`src/rtl/csa_pkg.sv`:
```
// Shared constants and sizing helper for the carry-select adder.
package csa_pkg;

   localparam int DEFAULT_WIDTH   = 2;
   localparam int DEFAULT_BLOCK_W = 1;

   // Number of carry-select blocks; the last block absorbs any remainder bits.
   function automatic int num_blocks(input int width, input int block_w);
      return (width + block_w - 1) / block_w;
   endfunction

endpackage

```
`src/rtl/rca_block.sv`:
```
// Parameterised ripple-carry adder built from full-adder equations.
module rca_block #(
   parameter int W = 1
) (
   input  logic [W-1:0] a,
   input  logic [W-1:0] b,
   input  logic         cin,
   output logic [W-1:0] s,
   output logic         cout
);

   logic [W:0] w_c;

   assign w_c[0] = cin;

   for (genvar i = 0; i < W; i++) begin : g_fa
      assign s[i]     = a[i] ^ b[i] ^ w_c[i];
      assign w_c[i+1] = (a[i] & b[i]) | (w_c[i] & (a[i] ^ b[i]));
   end

   assign cout = w_c[W];

endmodule

```
`src/rtl/csa_adder.sv`:
```
// Carry-select adder with registered {Cout,Sum} = A + B and one cycle of latency.
module csa_adder
   import csa_pkg::*;
#(
   parameter int WIDTH   = DEFAULT_WIDTH,
   parameter int BLOCK_W = DEFAULT_BLOCK_W
) (
   input  logic             clk,
   input  logic             rst,
   input  logic [WIDTH-1:0] A,
   input  logic [WIDTH-1:0] B,
   output logic [WIDTH-1:0] Sum,
   output logic             Cout
);

   localparam int NB = num_blocks(WIDTH, BLOCK_W);

   logic [NB:0]      w_carry;
   logic [WIDTH-1:0] w_sum;
   logic [WIDTH-1:0] r_sum;
   logic             r_cout;

   assign w_carry[0] = 1'b0;

   for (genvar g = 0; g < NB; g++) begin : g_blk
      localparam int LO = g * BLOCK_W;
      localparam int BW = ((LO + BLOCK_W) > WIDTH) ? (WIDTH - LO) : BLOCK_W;

      if (g == 0) begin : g_first
         rca_block #(.W(BW)) u_rca (
            .a    (A[LO +: BW]),
            .b    (B[LO +: BW]),
            .cin  (1'b0),
            .s    (w_sum[LO +: BW]),
            .cout (w_carry[g+1])
         );
      end else begin : g_sel
         logic [BW-1:0] w_s0;
         logic [BW-1:0] w_s1;
         logic          w_c0;
         logic          w_c1;

         rca_block #(.W(BW)) u_rca0 (
            .a    (A[LO +: BW]),
            .b    (B[LO +: BW]),
            .cin  (1'b0),
            .s    (w_s0),
            .cout (w_c0)
         );

         rca_block #(.W(BW)) u_rca1 (
            .a    (A[LO +: BW]),
            .b    (B[LO +: BW]),
            .cin  (1'b1),
            .s    (w_s1),
            .cout (w_c1)
         );

         // Previous block's carry picks the precomputed result.
         assign w_sum[LO +: BW] = w_carry[g] ? w_s1 : w_s0;
         assign w_carry[g+1]    = w_carry[g] ? w_c1 : w_c0;
      end
   end

   // Output registers; reset forces constants so X operands never leak through.
   always_ff @(posedge clk) begin
      if (rst) begin
         r_sum  <= '0;
         r_cout <= 1'b0;
      end else begin
         r_sum  <= w_sum;
         r_cout <= w_carry[NB];
      end
   end

   assign Sum  = r_sum;
   assign Cout = r_cout;

endmodule

```
`config.mk`:
```
export PLATFORM = sky130hd
export DESIGN_NAME = csa_adder
export DESIGN_NICKNAME = d
export VERILOG_FILES = /design/src/rtl/csa_pkg.sv /design/src/rtl/rca_block.sv /design/src/rtl/csa_adder.sv
export SDC_FILE = /design/constraint.sdc
export NUM_CORES = 1
export LEC_CHECK = 0
export CAP_MARGIN = 20
export CORE_AREA = 2 2 39 41
export DETAILED_ROUTE_END_ITERATION = 7
export DIE_AREA = 0 0 41 43
export HOLD_SLACK_MARGIN = 0.15
export PLACE_DENSITY = 0.35
export SYNTH_ARGS = -nofsm -noshare
export SYNTH_HDL_FRONTEND = slang
export SYNTH_SLANG_ARGS = --single-unit
```
`constraint.sdc`:
```
create_clock -name clk -period 0.8 [get_ports clk]
set_input_delay 0.12 -clock clk [delete_from_list [all_inputs] [get_ports clk]]
set_output_delay 0.12 -clock clk [all_outputs]
set_load 0.005 [all_outputs]
```
==> results.ini <==
[yosys]
yosys_register_bits=3
netlist_instances=13
syn_nets=22
synth.distinct_cells=7
yosys_warnings=0
ys_top_cells_by_area=dfxtp_1 (44%), ha_1 (28%), xnor2_1 (6.5%), a211oi_1 (5.6%), inv_1 (5.6%)
synth_top_cell_by_area=dfxtp_1
syn_area_um2=135
seq_area_frac_synth_pct=44.4
yosysTopAreaCellShare_pct=44.4
syn_avg_cell_area_um2=10.4

[sta]
setup_slack_ns=0.0484
slew_viol_final=0
fmaxAchievable_mhz=1330
relSlewSlack_pct=88.4
rsz0062_at_grt=no
worstMarginPinSlew_ns=0.173
hold_viol=0
min_period_over_period_pct=94.0
holdWs_ns=0.360
min_period_ns=0.752
setup_violations=0

[floorplan]
ios=9
num_rows=14
die_x_um=41
initial_core_util_pct=9.76
dieHeight_um=43
core_region_area_um2=1380
die_area_um2=1760

[power]
p_per_area_nw_per_um2=2030
leakage_nw=0.120
vdd_drop_max_mv=0.309
power_mw=0.499

[cts]
cts_buffers=3
htree_num_levels=1
clock-root-buffer=clkbuf_4
clockBufferDepth=2
cts_tree=built
cts_sinks=3
path_clk_slew_ns=0.04

[critical_path]
cp_slowest_stage_delay_ns=0.29
critical_path.top_delay_family=flip-flops
cp_slowest_cell=dfxtp_1
cp.required_ns=0.68
criticalPathCategory=reg -> out
critPathCaptureType=output port
arrival_ns=0.63
crit_fanout=1
cp_cell_sequence=buf_2
cp_num_buf_inv=1
startpoint_type=flop

[cells_and_area]
seqCellArea_um2=60.1
fin_area_um2=245
area_delta_synth_final_pct=81.5
diodes=0
multi_input_area_um2=70.1
nets=35
drive_gt1_share_pct=28.0
fillers=159
instances_no_fill=41

[global_route]
grt_max_degree=4
grt_pass1_wl_um=455
antenna_found_initial=0
overflow=0
track_usage_pct=5.12
grt_pass1_vias=107

[placed_design]
portBuffers=8
dp.final_hpwl_um=207
pre_cts_ws_ns=-0.457
place_area_um2=235
dp.cells=37
gp_congestion=0.535

[route]
drtIter0Drc=0
drt_wl_total_um=290
drtPass1Iterations=1
drc=0
vias=113
postRouteAntennaNets=0
via_per_inst=2.76
wire_per_inst_um=7.07

[flow_run]
drv_cap=0

[run_status]
run_status=finished clean

[worst_hold_path]
min_path_type=in -> reg

[cells in the mapped netlist, drive strengths merged]
cell / instances
inv: 2
a211oi: 1
nor2b: 1
nor2: 2
dfxtp: 3
ha: 3
xnor2: 1
[cells by family after synthesis]
family          Yosys count  synth area share (%)
buf+inv                   2                  5.56
simple gates              3                  10.2
xor+xnor                  1                  6.48
compound gates            1                  5.56
flops                     3                  44.4
fa+ha+maj                 3                  27.8
[placed cells by master, fill, tap and decap left out, drive strengths merged]
cell,instances
a211oi,1
xnor2,1
nor2,2
clkdlybuf4s15,1
nor2b,1
dfxtp,3
clkdlybuf4s50,1
inv,2
buf,3
ha,3
dlygate4sd2,3
clkbuf,4
[power breakdown]
part	leakage, nW	internal, mW	total (mW)	switching (mW)
registers	0.0250	0.163	0.165	0.00240
logic	0.0798	0.0402	0.0658	0.0256
clock network	0.0150	0.187	0.268	0.0806
[registers in the layout, summed over array words and instances (netlist names)]
signal / cells
Cout: 1
Sum: 2
[layer usage]
metal	GRT usage, %	vias to the layer above	wire length [µm]
met5	0	-	0
met4	10.0	0	4
met3	5.24	2	68
met2	3.13	9	88
met1	5.13	36	128
li1	-	66	-
[worst paths after layout]
path	endpoint	slack, ns	start	cells past startpoint
worst min-delay path	Sum[0]$_SDFF_PP0_	0.36	A[0]	3
worst max-delay path	Sum[1]	0.05	Sum[1]$_SDFF_PP0_	1
[layout make-up]
type                    count  area share (%)
clock buffers               4            10.7
well taps                  16            8.16
repair buffers              8            25.0
inverters                   2            3.06
multi-input cells           8            28.6
flip-flops and latches      3            24.5
[stage by stage]
stage                     util, %  TNS [ns]
after floorplan                 -         0
after global placement       17.0     -1.34
after detailed placement     17.0     -1.33
after CTS                    17.6         0
after global routing         17.7         0
final                        17.7         0
[what timing repair did]
item / CTS / global route
endpoints found under the setup margin: 6 / 1
hold buffers: 0 / 0
pin swaps: 5 / 2
resized for setup: 16 / 1
setup buffers: 0 / 0
(Power assumes the default switching activity.)
